**src/rtl/ps2_keyboard.sv**
```systemverilog
`default_nettype none
// ============================================================================
//  Module      : ps2_keyboard
//  Description : Receive-only PS/2 keyboard front end. Synchronises and
//                deglitches the PS/2 clock, deserialises 11-bit frames,
//                checks start/parity/stop, absorbs E0/F0 prefixes and emits
//                one scancode event per key with a single-cycle kdone strobe.
//  Revision    : 1.0  initial release
// ============================================================================
module ps2_keyboard #(
    parameter int FILTER  = 4,
    parameter int TIMEOUT = 50000
) (
    input  logic       clock,
    input  logic       reset_n,
    input  logic       ps2_clk,
    input  logic       ps2_data,
    output logic       kdone,
    output logic [7:0] kdata,
    output logic       kbreak,
    output logic       kext,
    output logic       ferr
);

    localparam int c_FILT_W = $clog2(FILTER + 1);
    localparam int c_TO_W   = $clog2(TIMEOUT + 1);

    typedef enum logic [1:0] {
        S_IDLE   = 2'd0,
        S_DATA   = 2'd1,
        S_PARITY = 2'd2,
        S_STOP   = 2'd3
    } state_t;

    // synchroniser and filter state
    logic                r_clk_s1, r_clk_s2;
    logic                r_dat_s1, r_dat_s2;
    logic                r_filt;
    logic [c_FILT_W-1:0] r_fcnt;

    // frame state
    state_t              r_state, w_next;
    logic [2:0]          r_bcnt;
    logic [7:0]          r_shift;
    logic                r_par;
    logic                r_par_ok;
    logic [c_TO_W-1:0]   r_tcnt;

    // prefix flags and output registers
    logic                r_ext_flag, r_brk_flag;
    logic                r_kdone, r_kbreak, r_kext, r_ferr;
    logic [7:0]          r_kdata;

    // per-cycle decode results
    logic                w_flip;
    logic                w_fall;
    logic                w_frame_ok;
    logic                w_frame_bad;
    logic                w_timeout;

    // Two-flop synchronisers; idle PS/2 lines are high, so reset to 1.
    always_ff @(posedge clock or negedge reset_n) begin
        if (!reset_n) begin
            r_clk_s1 <= 1'b1;
            r_clk_s2 <= 1'b1;
            r_dat_s1 <= 1'b1;
            r_dat_s2 <= 1'b1;
        end else begin
            r_clk_s1 <= ps2_clk;
            r_clk_s2 <= r_clk_s1;
            r_dat_s1 <= ps2_data;
            r_dat_s2 <= r_dat_s1;
        end
    end

    // The filtered level flips on the FILTER-th consecutive differing sample.
    assign w_flip = (r_clk_s2 != r_filt) && (r_fcnt == c_FILT_W'(FILTER - 1));
    assign w_fall = w_flip && r_filt;

    // Glitch filter on the synchronised PS/2 clock.
    always_ff @(posedge clock or negedge reset_n) begin
        if (!reset_n) begin
            r_filt <= 1'b1;
            r_fcnt <= '0;
        end else if (r_clk_s2 == r_filt) begin
            r_fcnt <= '0;
        end else if (w_flip) begin
            r_filt <= ~r_filt;
            r_fcnt <= '0;
        end else begin
            r_fcnt <= r_fcnt + c_FILT_W'(1);
        end
    end

    // Frame FSM state register.
    always_ff @(posedge clock or negedge reset_n) begin
        if (!reset_n) begin
            r_state <= S_IDLE;
        end else begin
            r_state <= w_next;
        end
    end

    // Frame FSM next state and frame verdicts; an edge always beats the timeout.
    always_comb begin
        w_next      = r_state;
        w_frame_ok  = 1'b0;
        w_frame_bad = 1'b0;
        w_timeout   = 1'b0;
        case (r_state)
            S_IDLE: begin
                if (w_fall) begin
                    if (!r_dat_s2) begin
                        w_next = S_DATA;
                    end else begin
                        w_frame_bad = 1'b1;
                    end
                end
            end
            S_DATA: begin
                if (w_fall && (r_bcnt == 3'd7)) begin
                    w_next = S_PARITY;
                end
            end
            S_PARITY: begin
                if (w_fall) begin
                    w_next = S_STOP;
                end
            end
            S_STOP: begin
                if (w_fall) begin
                    w_next = S_IDLE;
                    if (r_dat_s2 && r_par_ok) begin
                        w_frame_ok = 1'b1;
                    end else begin
                        w_frame_bad = 1'b1;
                    end
                end
            end
            default: w_next = S_IDLE;
        endcase
        if ((r_state != S_IDLE) && !w_fall && (r_tcnt == c_TO_W'(TIMEOUT))) begin
            w_next    = S_IDLE;
            w_timeout = 1'b1;
        end
    end

    // Shift register, bit counter and odd-parity tracking, advanced on each edge.
    always_ff @(posedge clock or negedge reset_n) begin
        if (!reset_n) begin
            r_bcnt   <= 3'd0;
            r_shift  <= 8'h00;
            r_par    <= 1'b0;
            r_par_ok <= 1'b0;
        end else if (w_fall) begin
            case (r_state)
                S_IDLE: begin
                    r_bcnt <= 3'd0;
                    r_par  <= 1'b0;
                end
                S_DATA: begin
                    r_shift <= {r_dat_s2, r_shift[7:1]};
                    r_par   <= r_par ^ r_dat_s2;
                    r_bcnt  <= r_bcnt + 3'd1;
                end
                S_PARITY: begin
                    r_par_ok <= r_par ^ r_dat_s2;
                end
                default: ;
            endcase
        end
    end

    // Inactivity counter: runs only mid-frame, saturates at TIMEOUT.
    always_ff @(posedge clock or negedge reset_n) begin
        if (!reset_n) begin
            r_tcnt <= '0;
        end else if ((r_state == S_IDLE) || w_fall) begin
            r_tcnt <= '0;
        end else if (r_tcnt != c_TO_W'(TIMEOUT)) begin
            r_tcnt <= r_tcnt + c_TO_W'(1);
        end
    end

    // Prefix absorption and event outputs. A timed-out frame keeps the prefix
    // flags so a late-resumed key sequence is not misreported; malformed frames clear them.
    always_ff @(posedge clock or negedge reset_n) begin
        if (!reset_n) begin
            r_kdone    <= 1'b0;
            r_kdata    <= 8'h00;
            r_kbreak   <= 1'b0;
            r_kext     <= 1'b0;
            r_ferr     <= 1'b0;
            r_ext_flag <= 1'b0;
            r_brk_flag <= 1'b0;
        end else begin
            r_kdone <= 1'b0;
            r_ferr  <= 1'b0;
            if (w_frame_ok) begin
                if (r_shift == 8'hE0) begin
                    r_ext_flag <= 1'b1;
                end else if (r_shift == 8'hF0) begin
                    r_brk_flag <= 1'b1;
                end else begin
                    r_kdata    <= r_shift;
                    r_kbreak   <= r_brk_flag;
                    r_kext     <= r_ext_flag;
                    r_kdone    <= 1'b1;
                    r_ext_flag <= 1'b0;
                    r_brk_flag <= 1'b0;
                end
            end
            if (w_frame_bad) begin
                r_ferr     <= 1'b1;
                r_ext_flag <= 1'b0;
                r_brk_flag <= 1'b0;
            end
            if (w_timeout) begin
                r_ferr <= 1'b1;
            end
        end
    end

    assign kdone  = r_kdone;
    assign kdata  = r_kdata;
    assign kbreak = r_kbreak;
    assign kext   = r_kext;
    assign ferr   = r_ferr;

endmodule
`default_nettype wire

```
**config.mk**
```make
export PLATFORM = sky130hd
export DESIGN_NAME = ps2_keyboard
export DESIGN_NICKNAME = d
export VERILOG_FILES = /design/src/rtl/ps2_keyboard.sv
export SDC_FILE = /design/constraint.sdc
export NUM_CORES = 1
export LEC_CHECK = 0
export ABC_AREA = 1
export CAP_MARGIN = 10
export CORE_UTILIZATION = 25
export DETAILED_ROUTE_END_ITERATION = 16
export GPL_ROUTABILITY_DRIVEN = 0
export SLEW_MARGIN = 10
export SYNTH_ARGS = -nofsm -noshare
export SYNTH_HDL_FRONTEND = slang
export SYNTH_SLANG_ARGS = --single-unit
```
**constraint.sdc**
```tcl
create_clock -name clock -period 2.4 [get_ports clock]
set_input_delay 0.24 -clock clock [delete_from_list [all_inputs] [get_ports clock]]
set_output_delay 0.24 -clock clock [all_outputs]
set_load 0.005 [all_outputs]
```
## Word-level counts from Yosys, hierarchy flattened

Index checks and enable logic that the tools add are counted.

- Register bits: 53
- Bits of input ports: 4
- Output and inout port bits: 12
- Word-level logic and storage cells: 101

- Add/subtract/negate cells: 3
- Eq/ne operators: 18
- Mux-type cells: 35
- Bitwise logic cells: 5
- Reductions and logical operators: 21

Operators with widths:

| kind | count |
|---|---|
| two-way mux 16 bit | 2 |
| two-way mux 1 bit | 21 |
| inequality test 3 bit, second input constant | 6 |
| adder 16 x 1 -> 16 bit, second input constant | 1 |
| == test 16 bit, second input constant | 1 |
| == test 8 bit, second input constant | 2 |
| inequality test 16 bit, second input constant | 1 |
| two-way mux 2 bit | 6 |
| AND reduction 2 bit | 6 |
| one-hot mux 2 bit (4 select lines) | 1 |
| nonzero test 2 bit | 4 |
| adder 3 x 1 -> 3 bit, second input constant | 2 |
| logical AND 1 bit | 6 |
| two-way mux 3 bit | 2 |
| one-hot mux 3 bit (2 select lines) | 1 |
| AND reduction 5 bit | 1 |
| == test 2 bit, second input constant | 2 |
| NOT 1 bit | 4 |
| one-hot mux 1 bit (2 select lines) | 2 |
| == test 3 x 2 -> 1 bit, second input constant | 1 |
| == test 3 bit, second input constant | 1 |
| AND reduction 3 bit | 1 |
| == test 2 x 1 -> 1 bit, second input constant | 1 |
| zero test 2 bit | 1 |
| 6 further kinds | 6 |

## Logic depth before layout (Yosys ltp)

- Depth after elaboration: 8
- Mapped depth: 11
- Mapped depth without buffers: 11

## Least setup slack after synthesis

Ideal clock, no wire load.

- Path kind: flip-flop to flip-flop
- Start point: register r_fcnt[0]
- End point: register r_state[0]
- Setup time: 117 ps
- Data arrival time: 1,221 ps
- Slack: 1,062 ps
- Cell stages (with the launch flop): 10
- Path buffers: 0
- Period minus slack after synthesis: 1,338 ps
- Cells stage by stage: dfrtp_1 -> ha_1 -> nand2_2 -> nor2_4 -> nor2_2 -> nand3_1 -> nand2_1 -> nand2_1 -> nand2_1 -> nand2_1

- Cells in the longest elaborated chain, start to end: 8
- Elaborated cells on any way between the ends: 14
- Those cells by class: eq/ne (6); mux (1); reduce/logical (7)

Ends and longest elaborated chain:

| element | RTL line | RTL |
|---|---|---|
| start, declared | 39 | `logic [c_FILT_W-1:0] r_fcnt;` |
| start signal, assigned | 91 | `r_fcnt <= r_fcnt + c_FILT_W'(1);` |
| == test 3 x 2 -> 1 bit (*) | 77 | `assign w_flip = (r_clk_s2 != r_filt) && (r_fcnt == c_FILT_W'(FILTER - 1));` |
| logical AND 1 bit (*) | 77 |  |
| logical AND 1 bit (*) | 78 | `assign w_fall = w_flip && r_filt;` |
| zero test 1 bit | 142 | `if ((r_state != S_IDLE) && !w_fall && (r_tcnt == c_TO_W'(TIMEOUT))) begin` |
| logical AND 1 bit (2 in series) | 142 |  |
| inequality test 3 bit (no line) | n/a |  |
| AND reduction 5 bit (no line) | n/a |  |
| end signal, assigned | 100 | `r_state <= w_next;` |
| end, declared | 42 | `state_t r_state, w_next;` |

Mark *: on every way between the ends. The rest lies on a longest branch, timed or not.
A chain may end at the register's enable or synchronous reset.

## Worst setup path in the final report

- Start point: register r_fcnt[0]
- End point: register r_state[1]

Same word-level chain as after synthesis.

==> results.txt <==
Final std cell area, no fill -> 2960 sq um
Slew HR -> 0.405
Final worst-path setup slack -> 0.805 ns
Buffers inserted by post-CTS timing repair -> 0
Maximum clock frequency -> 0.627 GHz
Detailed placer's ending HPWL -> 3.53 mm
Setup Total Neg Slack -> 0 ns
Ratio of routed vias to standard cells -> 4.36
Number of failing setup endpoints in the final timing report -> 0
Starting DRC count in detailed routing -> 87
Worst min-delay path class -> in -> async
Effective utilization at floorplan -> 0.259
Final Routed Wirelength -> 4.88 mm
Clock slew at the register clock pins of the worst setup and hold paths -> 0.11 ns
Total chip power -> 2.16 mW
Arrival time at the worst endpoint -> 1.81 ns
First-pass iteration count of the detailed router -> 4
Ordered cell list for the critical path -> ha_1 > nand2_2 > nor2_4 > nor2_2 > nand3_1 > nand2_1 > nand2_1 > nand2_1 > nand2_1
Count of input and output buffers -> 15
Number of gates resized after CTS -> 0
Setup repair after global routing missed its margin -> false
Number of sinks driven by the clock tree -> 53
Source-to-sink clock delay at the later pin of the worst-skew pair -> 0.32 ns
First-pass GRT wire length -> 8.66 mm
Cell at the root of the clock tree -> sky130_fd_sc_hd__clkbuf_8
Crit. path cell count -> 9
Leakage power total -> 1.36 nW
Clock skew -> 0.00844 ns
Horiz. Die Dim -> 103 um
Syn_nets -> 315
Max VDD drop -> 0.290 mV
Cell with the largest stage delay on the worst path -> sky130_fd_sc_hd__dfrtp_1
Synth Warn # -> 0
Die Footprint -> 10600 sq um
Number of standard cells after synthesis -> 301
Layout overhead on the synthesized area -> 15.9%
Reg area -> 1330 sq um
Finished Layout Cells -> 457
Standard-cell row count -> 36
Maximum number of pins on one net before global-route repair -> 40
CP Buf/Inv Count -> 0
Hold Vio Cnt, Final -> 0
Worst Setup Start Kind -> flip-flop
Commonest cells after routing, fill and taps aside -> sky130_fd_sc_hd__nand2_1, sky130_fd_sc_hd__dfrtp_1, sky130_fd_sc_hd__inv_1
Area post-placement -> 2870 sq um
TritonCTS clock tree -> built
Worst slew pin tran -> 0.893 ns
Clock Path Buffers -> 2
Reg2reg start -> r_fcnt[0]
Sequential area share after synthesis -> 0.521
Cell taking the most area after synthesis -> sky130_fd_sc_hd__dfrtp_1
DRC viols -> 0
Area of the multi-input gates -> 1030 sq um
Post-synth top area share -> 0.470
Most common cell after layout, fill and taps aside -> sky130_fd_sc_hd__nand2_1
Total number of vias -> 1991
Slowest stage delay, CP -> 0.40 ns
Synthesized area per cell -> 8.50 sq um
Cell count of the worst reg-to-reg path -> 9
Number of buffers created by CTS -> 5
Flip-flop and latch count after synthesis -> 53
IO Count -> 16
Maximum fanout along the worst path -> 6
Number of pins exceeding their max-slew limit in the final report -> 0
Power density over the cells -> 727 nW/um^2
Post-route minimum period -> 1.59 ns
Final ANT Viol Nets -> 0
Cell variety after synth -> 29
# fillers -> 1028
Area of the core -> 9860 sq um
Synthesized area -> 2560 sq um
Min Hold Slack -> 0.0435 ns
Antenna fix cells -> 0
Worst setup path start -> r_fcnt[0]
Count of nets after finishing -> 337
Critical Setup Path Class -> reg -> reg
Die Height -> 103 um
Run status -> complete, no violations
Pre-CTS worst setup slack -> 0.823 ns
Total congestion overflow -> 0
Via count of the first global-routing pass -> 1969
Count of hold-fix buffers inserted at cts -> 0
Total routing resource utilization after global routing -> 0.105
Top cells by area in the synthesized netlist -> sky130_fd_sc_hd__dfrtp_1, sky130_fd_sc_hd__nand2_1, sky130_fd_sc_hd__inv_1, sky130_fd_sc_hd__dfstp_2, sky130_fd_sc_hd__ha_1
Ratio of cells with drive above 1 in the final layout -> 0.111
Number of placed cells counting well taps -> 449
Data required time of the critical path -> 2.61 ns
Critical path's top delay family -> simple AND/OR/NAND/NOR gates
Cell repeated most along the worst path -> sky130_fd_sc_hd__nand2_1
Final period utilization -> 0.664
Average wire per standard cell -> 10.7 um
H-tree Lvls -> 2
Worst Setup End Kind -> flip-flop
Number of maximum-capacitance violations -> 0
Final core occ -> 0.300
Number of antenna violations at the first check in global routing -> 0
==> report_power, final <==
part           internal, mW  switching [mW]
Combinational         0.205           0.355
Sequential            0.986          0.0743
Clock                 0.211           0.323
Total                  1.40           0.752
==> worst paths after layout <==
check                             end  slack (ns)
min reg2reg                  r_clk_s2        0.36
max                        r_state[1]        0.81
min                             r_par        0.04
max in group asynchronous    kdata[4]        1.70
min in group clock           r_dat_s1        0.32
max reg2reg                r_state[1]        0.81
==> layer usage <==
layer  part of all wire  global-route usage  up-vias
li1                   -                   -     1007
met1               0.50               0.128      956
met2               0.46               0.181       24
met3              0.030              0.0244        4
met4             0.0078              0.0390        0
met5                  0                   0        -
==> synth_stat cells, drive strengths merged <==
master	number
dfstp	5
nand2	68
inv	43
nand4	6
nand3	20
ha	10
xnor2	1
nor4	1
nor3	11
o21bai	1
xor2	3
or2	2
dfrtp	48
o31ai	1
nor2	36
a21oi	9
buf	4
o21ai	31
a31oi	1
==> registers in the layout, summed over array words and instances (netlist names) <==
name	count
r_tcnt	16
kdata	8
r_shift	8
r_bcnt	3
r_fcnt	3
r_state	2
ferr	1
kbreak	1
kdone	1
kext	1
r_brk_flag	1
r_clk_s1	1
r_clk_s2	1
r_dat_s1	1
r_dat_s2	1
r_ext_flag	1
r_filt	1
r_par	1
r_par_ok	1
==> kinds of logic (layout without fill, tap and decap cells) <==
| logic type | after synthesis | in the layout | share of synthesized area |
|---|---|---|---|
| AOI/OAI and AO/OA | 43 | 43 | 0.0881 |
| xor gates and xnor gates | 4 | 4 | 0.0137 |
| adders and majority gates | 10 | 10 | 0.0489 |
| buffers and inverters | 47 | 70 | 0.0744 |
| DFF | 53 | 53 | 0.521 |
| and+or+nand+nor | 144 | 144 | 0.254 |
==> final cells by class <==
class,instances,share of cell area
clock inverter,3,0.00844
multi-input combinational,201,0.349
inverter,43,0.0545
timing repair buffer,19,0.0591
tap,133,0.0561
sequential,53,0.450
clock buffer,5,0.0232
(Power assumes the default switching activity.)
